==> src/rtl/micro_address_gen.sv <==
// Fetch/execute sequencer feeding the microcode decode ROM: holds PC, instruction
// register, C/Z flags and the phase flip-flop, and forms the ROM address from them.
module micro_address_gen #(
    parameter int PC_WIDTH    = 12,
    parameter int INSTR_WIDTH = 8
) (
    input  logic                   clk,
    input  logic                   reset,
    input  logic                   enable,
    input  logic [INSTR_WIDTH-1:0] program_byte,
    input  logic                   inc_pc,
    input  logic                   load_pc,
    input  logic [PC_WIDTH-1:0]    load_addr,
    input  logic                   flags_we,
    input  logic                   c_in,
    input  logic                   z_in,
    output logic [PC_WIDTH-1:0]    pc,
    output logic [6:0]             direccion,
    output logic [3:0]             operand,
    output logic                   phase,
    output logic                   c_flag,
    output logic                   z_flag
);

    typedef enum logic {
        FETCH = 1'b0,
        EXEC  = 1'b1
    } state_t;

    state_t                 state;
    state_t                 nextstate;
    logic [INSTR_WIDTH-1:0] instr;
    logic [PC_WIDTH-1:0]    pcnext;

    // Phase strictly alternates on every enabled edge; stalls come only from enable.
    always_comb begin
        nextstate = state;
        if (enable) begin
            nextstate = (state == FETCH) ? EXEC : FETCH;
        end
    end

    // A jump outranks a simultaneous increment; the increment wraps naturally.
    always_comb begin
        pcnext = pc;
        if (enable) begin
            if (load_pc) begin
                pcnext = load_addr;
            end else if (inc_pc) begin
                pcnext = pc + 1'b1;
            end
        end
    end

    always_ff @(posedge clk or posedge reset) begin
        if (reset) begin
            state  <= FETCH;
            pc     <= '0;
            instr  <= '0;
            c_flag <= 1'b0;
            z_flag <= 1'b0;
        end else begin
            state <= nextstate;
            pc    <= pcnext;
            if (enable && state == FETCH) begin
                instr <= program_byte;
            end
            if (enable && flags_we) begin
                c_flag <= c_in;
                z_flag <= z_in;
            end
        end
    end

    assign phase     = (state == EXEC);
    assign operand   = instr[3:0];
    assign direccion = {instr[INSTR_WIDTH-1 -: 4], c_flag, z_flag, phase};

endmodule

==> config.mk <==
export PLATFORM = sky130hd
export DESIGN_NAME = micro_address_gen
export DESIGN_NICKNAME = d
export VERILOG_FILES = /design/src/rtl/micro_address_gen.sv
export SDC_FILE = /design/constraint.sdc
export NUM_CORES = 1
export LEC_CHECK = 0
export CAP_MARGIN = 20
export CORE_MARGIN = 10
export CORE_UTILIZATION = 32
export CTS_CLUSTER_DIAMETER = 80
export DETAILED_ROUTE_END_ITERATION = 10
export GPL_ROUTABILITY_DRIVEN = 1
export GPL_TIMING_DRIVEN = 0
export PLACE_DENSITY = 0.75
export REMOVE_ABC_BUFFERS = 1
export SLEW_MARGIN = 10
export SYNTH_ARGS = -nofsm -noshare
export SYNTH_HDL_FRONTEND = slang
export SYNTH_SLANG_ARGS = --single-unit
==> constraint.sdc <==
create_clock -name clk -period 1.46 [get_ports clk]
set_input_delay 0.292 -clock clk [delete_from_list [all_inputs] [get_ports clk]]
set_output_delay 0.292 -clock clk [all_outputs]
set_load 0.1 [all_outputs]
### After elaboration in Yosys (flattened, before gate mapping)

Cells that the tools add are included.

* multiplexer cells: 3
* add/subtract/negate cells: 1
* reduce and logical (&&, ||, !) cells: 4
* bitwise gates (word level): 1

Operators with widths (count)
* 12-bit two-way mux: 2
* 12-bit by 1-bit adder with 12-bit output (second input constant): 1
* 1-bit logical AND: 2
* 2-bit AND reduction: 1
* 2-bit nonzero test: 1
* 1-bit two-way mux: 1
* 1-bit NOT: 1

* output and inout bits: 26
* input port bits: 28
* register bits after elaboration: 23
* word-level logic and storage cells: 14

### Depth between registers and ports, before layout

Gate-level depths: netlist of the first run.

* depth after elaboration: 3
* gate-level depth with buffers: 6
* depth with buffers taken out: 5

### Least setup slack after synthesis of the first run

OpenSTA, ideal clock, no wires.

* path kind: register to register
* start point: reg pc[0]
* end point: reg pc[10]
* period minus slack after synthesis: 2146 ps
* path buffers: 0
* data required time: 1330 ps
* setup slack: -686 ps
* library setup time: 130 ps
* arrival: 2017 ps
* cell stages (with the launch flop): 6
* cell sequence: dfrtp_1 > ha_1 > nand3_1 > nor3_1 > a31oi_1 > a2bb2oi_1

* cells in the longest elaborated chain, start to end: 3

RTL lines
* from (decl): line 17 `output logic [PC_WIDTH-1:0] pc,`
* from (signal assigned): line 64 `pc <= pcnext;`
* 12-bit by 1-bit adder with 12-bit output: line 50 `pcnext = pc + 1'b1;`
* 12-bit two-way mux: line 49 `end else if (inc_pc) begin`
* 12-bit two-way mux: line 47 `if (load_pc) begin`

Every way passes these cells. The select of a mux whose other input is x is not followed.
A chain may end at the register's enable or synchronous reset.

### Worst setup path after layout of the first run

* start point: reg pc[1]
* end point: out pc[1]

No word-level cell between the ends.

==> summary.txt, run 1 <==
Status
  • Status: completed

Final layout
  • Finished Layout Cells: between 200 and 250
  • NumNets Final: 201
  • Share of post-route cells with drive strength above 1: 34.5%
  • Ant. Diodes: 0
  • Area Growth Syn to Fin: 45.9%
  • Final Cell Area: ~1800 um^2
  • # fillers: 366

GRT
  • GRT Util Overall: between 10% and 20%
  • Largest net degree at the start of global routing: 24
  • Antenna violations before repair: 0
  • Grt ovf: 0
  • Number of global-route vias before repair: 1,067
  • First-pass GRT wire length: 5460 um

Worst setup path
  • CP required: 1170 ps
  • Critical path's largest stage delay: around 450 ps
  • WS Path Type: flop to output pin
  • Slowest-stage cell, CP: buf_2
  • Critical-path maximum fanout: 5
  • CP top delay family: buffers and inverters
  • Crit path DAT: between 1000 and 1500 ps
  • Critical path endpoint category: output pin
  • Worst Setup Start Kind: flop
  • Worst path bufs/invs: 1
  • CP cell instances: buf_2

STA
  • Fin Clk Skew: 9.24 ps
  • Max Slew Vio Count: 0
  • Max Freq: 695 MHz
  • Final Setup Violations: 0
  • Unrepaired setup endpoints after global routing: true
  • Final min period: roughly 1400 ps
  • Tightest Pin Transition: 867 ps
  • Worst slew margin: 42.2%
  • Hold Fails Final Rpt: 0
  • Final period util: 98.6%

Detailed routing
  • Routed WL per cell: about 16 um
  • DRC: 0
  • Vias: approximately 1.1k
  • DRT iter0 DRCs: 103
  • ANT nets after route: 0
  • TritonRoute pass-1 iters: 4
  • Vias/cell: 5.03
  • Routed wire length: 3560 um

Floorplanning
  • Die H: 81.4 um
  • IO Pins: 54
  • Starting density of the core: 32.9%
  • DIE WIDTH: 81.4 um
  • Core Footprint: 3660 um^2
  • Die ar.: 6630 um^2
  • Row cnt: 22

Synthesis
  • Number of enable flip-flop cells after synthesis: 0
  • Mapped cell area: ~1200 um^2
  • Post-synth top area share: roughly 48%
  • Area contributors post-synth: dfrtp_1, mux2_2, a21oi_1
  • Cell count after synthesis: 119
  • Syn_area_per_cell: 10.1 um^2
  • Synth warn: 0
  • Register area share after synthesis: 47.7%
  • Top FF cell, synth: dfrtp_1
  • Synth cell count leaders: dfrtp_1, a21oi_1, mux2_2
  • Most frequent cell after synthesis: dfrtp_1
  • Yosys reg bits: 23
  • Unique cell type count in the Yosys netlist: 32
  • Ys async rst share: 100%
  • Synth area leader: dfrtp_1

Place
  • Cell Area, Placed: 1750 um^2
  • GPL Wtd Cong: just over 0.7
  • PortBufs: 53
  • Inst Count DP: 212
  • Hpwl dp: between 2000 and 3000 um

Clocking
  • Longest Clk Path Bufs: 2
  • Worst-path clk slew: 90 ps
  • Root Buffer: clkbuf_8
  • Total clock buffers created by CTS: 3
  • H-tree Lvls: 1
  • Clock latency on the worst-skew pair: around 270 ps
  • Clock sink count: 23
  • TritonCTS clock tree: built

Pwr
  • Max VDD drop: 0.00156 V
  • Power per cell area: between 2000 and 2500 nW/um^2
  • Total power: 3.79 mW
  • Static leakage: 0.736 nW

Min path
  • Hold Crit Class: input pin to async pin

Run
  • Max-Cap Viols: 0
==> state kept, by name (all words and copies together), names as in the netlist <==
register,count
c_flag,1
instr,8
pc,12
phase,1
z_flag,1
==> cell families after synthesis <==
group	share of synthesized area, %
AND/OR/NAND/NOR	16.4
AO/OA/AOI/OAI	16.4
flip-flops	47.7
buffers and inverters	5.91
multiplexers	11.8
XOR/XNOR	0.726
adder cells (fa/ha/maj)	1.04
==> final timing paths <==
kind,start,end,slack [ps],cells past startpoint
max in group asynchronous,reset,pc[4],380,2
worst min register to register,instr[2],instr[2],510,1
min in group clk,instr[2],instr[2],510,1
worst max register to register,pc[1],pc[10],80,5
worst min-delay path,reset,pc[11],500,2
worst max-delay path,pc[1],pc[1],20,1
==> cell type report <==
type / count / area (um^2) / share of cell area [%]
timing repair buffer: 57 / 457 / 26.0
sequential: 23 / 582 / 33.1
inverter: 5 / 22.5 / 1.28
clock buffer: 3 / 41.3 / 2.35
clock inverter: 1 / 5.00 / 0.284
tap: 48 / 60.1 / 3.41
multi-input combinational: 82 / 592 / 33.6
==> timing repair <==
action	4_1_cts	5_1_grt
setup endpoints to repair	46	14
resized for setup	143	16
pin swaps	2	2
buffers inserted	1	2
hold buffers	0	0
hold endpoints to repair	0	0
==> layer usage <==
layer / vias up / global-route usage (%) / part of all wire, %
li1: 537 / - / -
met1: 533 / 12.7 / 40
met2: 28 / 17.5 / 54
met3: 4 / 2.32 / 4.4
met4: 0 / 4.67 / 1.3
met5: - / 0 / 0
==> through the flow <==
step                TNS, ps  hold WS (ps)  worst slack (ps)  util, %
finish                    0           495              20.2     48.1
detailed placement   -24090           499              -829     47.8
global placement     -26030           491             -1270     47.6
CTS                       0           518              1.33     47.3
floorplan            -16000           294              -978        -
global route          -91.0           535             -28.8     48.1
==> cell usage in the layout (no fill, tap or decap), types with 5 or more instances in the layout <==
cell type,netlist,routed
a21oi_1,12,12
buf_2,6,17
buf_4,3,10
clkdlybuf4s50_1,0,24
dfrtp_1,23,18
dfrtp_2,0,5
mux2_2,10,10
nand2_1,8,8
nor2_1,6,6
o21ai_0,9,8
==> power by group <==
part / switching (mW) / total [mW] / internal, mW
logic: 1.92 / 2.37 / 0.449
registers: 0.175 / 1.01 / 0.834
clock network: 0.213 / 0.404 / 0.191
total: 2.31 / 3.79 / 1.47
No activity file was read; power rests on OpenSTA's default activity.
==> run 2, diff against run 1 <==
--- a/config.mk
+++ b/config.mk
@@ -6,13 +6,13 @@
 export NUM_CORES = 1
 export LEC_CHECK = 0
 export CAP_MARGIN = 20
-export CORE_MARGIN = 10
-export CORE_UTILIZATION = 32
+export CORE_MARGIN = 2
+export CORE_UTILIZATION = 37
 export CTS_CLUSTER_DIAMETER = 80
 export DETAILED_ROUTE_END_ITERATION = 10
 export GPL_ROUTABILITY_DRIVEN = 1
 export GPL_TIMING_DRIVEN = 0
-export PLACE_DENSITY = 0.75
+export PLACE_DENSITY = 0.83
 export REMOVE_ABC_BUFFERS = 1
 export SLEW_MARGIN = 10
 export SYNTH_ARGS = -nofsm -noshare
==> summary.txt, run 2 (synthesized netlist as in run 1, its figures left out) <==
Final layout
  • Share of post-route cells with drive strength above 1: 35.7% (was 34.5%)
  • NumNets Final: 201 (unchanged)
  • Ant. Diodes: 0 (unchanged)
  • Largest registers: pc x12, instr x8 (unchanged)
  • Most frequent cells in the layout: clkdlybuf4s50_1, dfrtp_1, buf_4 (was clkdlybuf4s50_1, dfrtp_1, buf_2)
  • Post-layout util: 58.1% (was 48.1%)
  • Area Growth Syn to Fin: 48.2% (was 45.9%)
  • Largest register FFs: 12 (unchanged)
  • Commonest non-fill, non-tap cell in the layout: clkdlybuf4s50_1 (unchanged)
  • Largest Register: pc (unchanged)
  • # fillers: 270 (was 366)

Floorplanning
  • Starting density of the core: 39.2% (was 32.9%)
  • Core Footprint: 3080 um^2 (was 3660 um^2)
  • IO Pins: 54 (unchanged)
  • DIE WIDTH: 61.1 um (was 81.4 um)
  • Die H: 61.1 um (was 81.4 um)
  • Die ar.: 3730 um^2 (was 6630 um^2)
  • Row cnt: 20 (was 22)

Detailed routing
  • Routed wire length: 3020 um (was 3560 um)
  • ANT nets after route: 0 (unchanged)
  • TritonRoute pass-1 iters: 4 (unchanged)
  • Routed WL per cell: 14.0 um (was 16.3 um)
  • Vias/cell: 4.99 (was 5.03)
  • DRT iter0 DRCs: 26 (was 103)
  • DRC: 0 (unchanged)
  • Vias: 1,072 (was 1,102)

Worst setup path
  • CP top delay family: flip-flops (was buffers and inverters)
  • CP cell instances: buf_4 (was buf_2)
  • Slowest-stage cell, CP: dfrtp_1 (was buf_2)
  • Crit path DAT: 1130 ps (was 1150 ps)
  • Worst path bufs/invs: 1 (unchanged)
  • CP required: 1170 ps (about the same)
  • Worst Setup Start Kind: flop (unchanged)
  • Critical path's largest stage delay: 480 ps (was 450 ps)
  • Critical path endpoint category: output pin (unchanged)
  • Critical-path maximum fanout: 4 (was 5)
  • WS Path Type: flop to output pin (unchanged)

Run
  • Max-Cap Viols: 0 (unchanged)

Min path
  • Hold Crit Class: input pin to async pin (unchanged)

GRT
  • Grt ovf: 0 (unchanged)
  • First-pass GRT wire length: 4690 um (was 5460 um)
  • Met2 Track Usage GR: 28.1% (was 17.5%)
  • Grt met3 use: 3.99% (was 2.32%)
  • Antenna violations before repair: 0 (unchanged)
  • Gr busiest metal: met2 (unchanged)
  • Number of global-route vias before repair: 1,072 (was 1,067)
  • Largest net degree at the start of global routing: 24 (unchanged)
  • Grt met1 use: 22.6% (was 12.7%)
  • GRT Util Overall: 16.9% (was 10.5%)

Clocking
  • Post-CTS Hold Buffers: 0 (unchanged)
  • TritonCTS clock tree: built (unchanged)
  • H-tree Lvls: 1 (unchanged)
  • Worst-path clk slew: 140 ps (was 90 ps)
  • Root Buffer: clkbuf_4 (was clkbuf_8)
  • Longest Clk Path Bufs: 2 (unchanged)
  • Total clock buffers created by CTS: 3 (unchanged)
  • Clock latency on the worst-skew pair: 310 ps (was 270 ps)
  • Clock sink count: 23 (unchanged)

STA
  • Final min period: 1420 ps (was 1440 ps)
  • Hold Fails Final Rpt: 0 (unchanged)
  • Max Slew Vio Count: 0 (unchanged)
  • Max Freq: 702 MHz (was 695 MHz)
  • Tightest Pin Transition: 866 ps (was 867 ps)
  • Worst slew margin: 42.2% (about the same)
  • Final Setup Violations: 0 (unchanged)
  • Unrepaired setup endpoints after global routing: true (unchanged)
  • Final period util: 97.5% (was 98.6%)
  • Fin Clk Skew: 16.5 ps (was 9.24 ps)

Pwr
  • Power per cell area: 2080 nW/um^2 (was 2150 nW/um^2)
  • Static leakage: 0.752 nW (was 0.736 nW)
  • Total power: 3.71 mW (was 3.79 mW)
  • Max VDD drop: 0.00113 V (was 0.00156 V)

Status
  • Status: completed (unchanged)

Place
  • GPL Wtd Cong: 0.882 (was 0.727)
  • Hpwl dp: 2150 um (was 2770 um)
  • PortBufs: 53 (unchanged)
run 2: changes by cell type in the layout (fill, tap and decap cells not counted), moves of 2 or more:
cell,change
buf_2,-10
clkbuf_4,+6
buf_4,+4
clkbuf_8,-3
buf_6,+2
run 2: power breakdown:
| part | total, mW | switching (mW) | leakage, nW | internal (mW) |
|---|---|---|---|---|
| combinational | 2.42 | 1.91 | 0.473 | 0.504 |
| clock | 0.293 | 0.191 | 0.0177 | 0.102 |
| sequential | 1.00 | 0.169 | 0.261 | 0.833 |
run 2: layout make-up:
type	instances	area, um^2	area share (%)
multi-input cells	82	606	33.9
flip-flops and latches	23	583	32.6
repair buffers	57	498	27.9
well taps	44	55.1	3.08
clock buffers	3	22.5	1.26
inverters	5	18.8	1.05
clock inverters	1	5.00	0.280
run 2: worst paths after layout:
path	startpoint	endpoint	slack [ps]	depth (start not counted)
max	phase	phase	40	1
min	reset	instr[0]	450	2
max reg2reg	pc[0]	pc[5]	80	5
min reg2reg	instr[7]	instr[7]	520	1
max in group asynchronous	reset	pc[0]	410	2
min in group clk	instr[7]	instr[7]	520	1
run 2: timing repair:
| action | 4_1_cts | 5_1_grt |
|---|---|---|
| resized for setup | 155 | 17 |
| setup buffers | 0 | 3 |
| pin swaps | 0 | 1 |
| endpoints found under the setup margin | 46 | 17 |
run 2: layer usage:
metal	share of wire (%)	wire, um	up-vias
li1	-	-	532
met1	43	1290	513
met2	53	1590	25
met3	3.6	109	2
met4	1.0	31	0
met5	0	0	-
run 2: through the flow:
step,cells,instance area (um^2),hold slack [ps],setup slack [ps],TNS [ps]
after floorplan,110,1150,294,-978,-16000
after global placement,207,1740,487,-1230,-25500
after detailed placement,208,1750,499,-874,-24060
after CTS,212,1700,473,12.8,0
after global routing,215,1790,525,-23.5,-57.1
final,215,1790,448,35.8,0
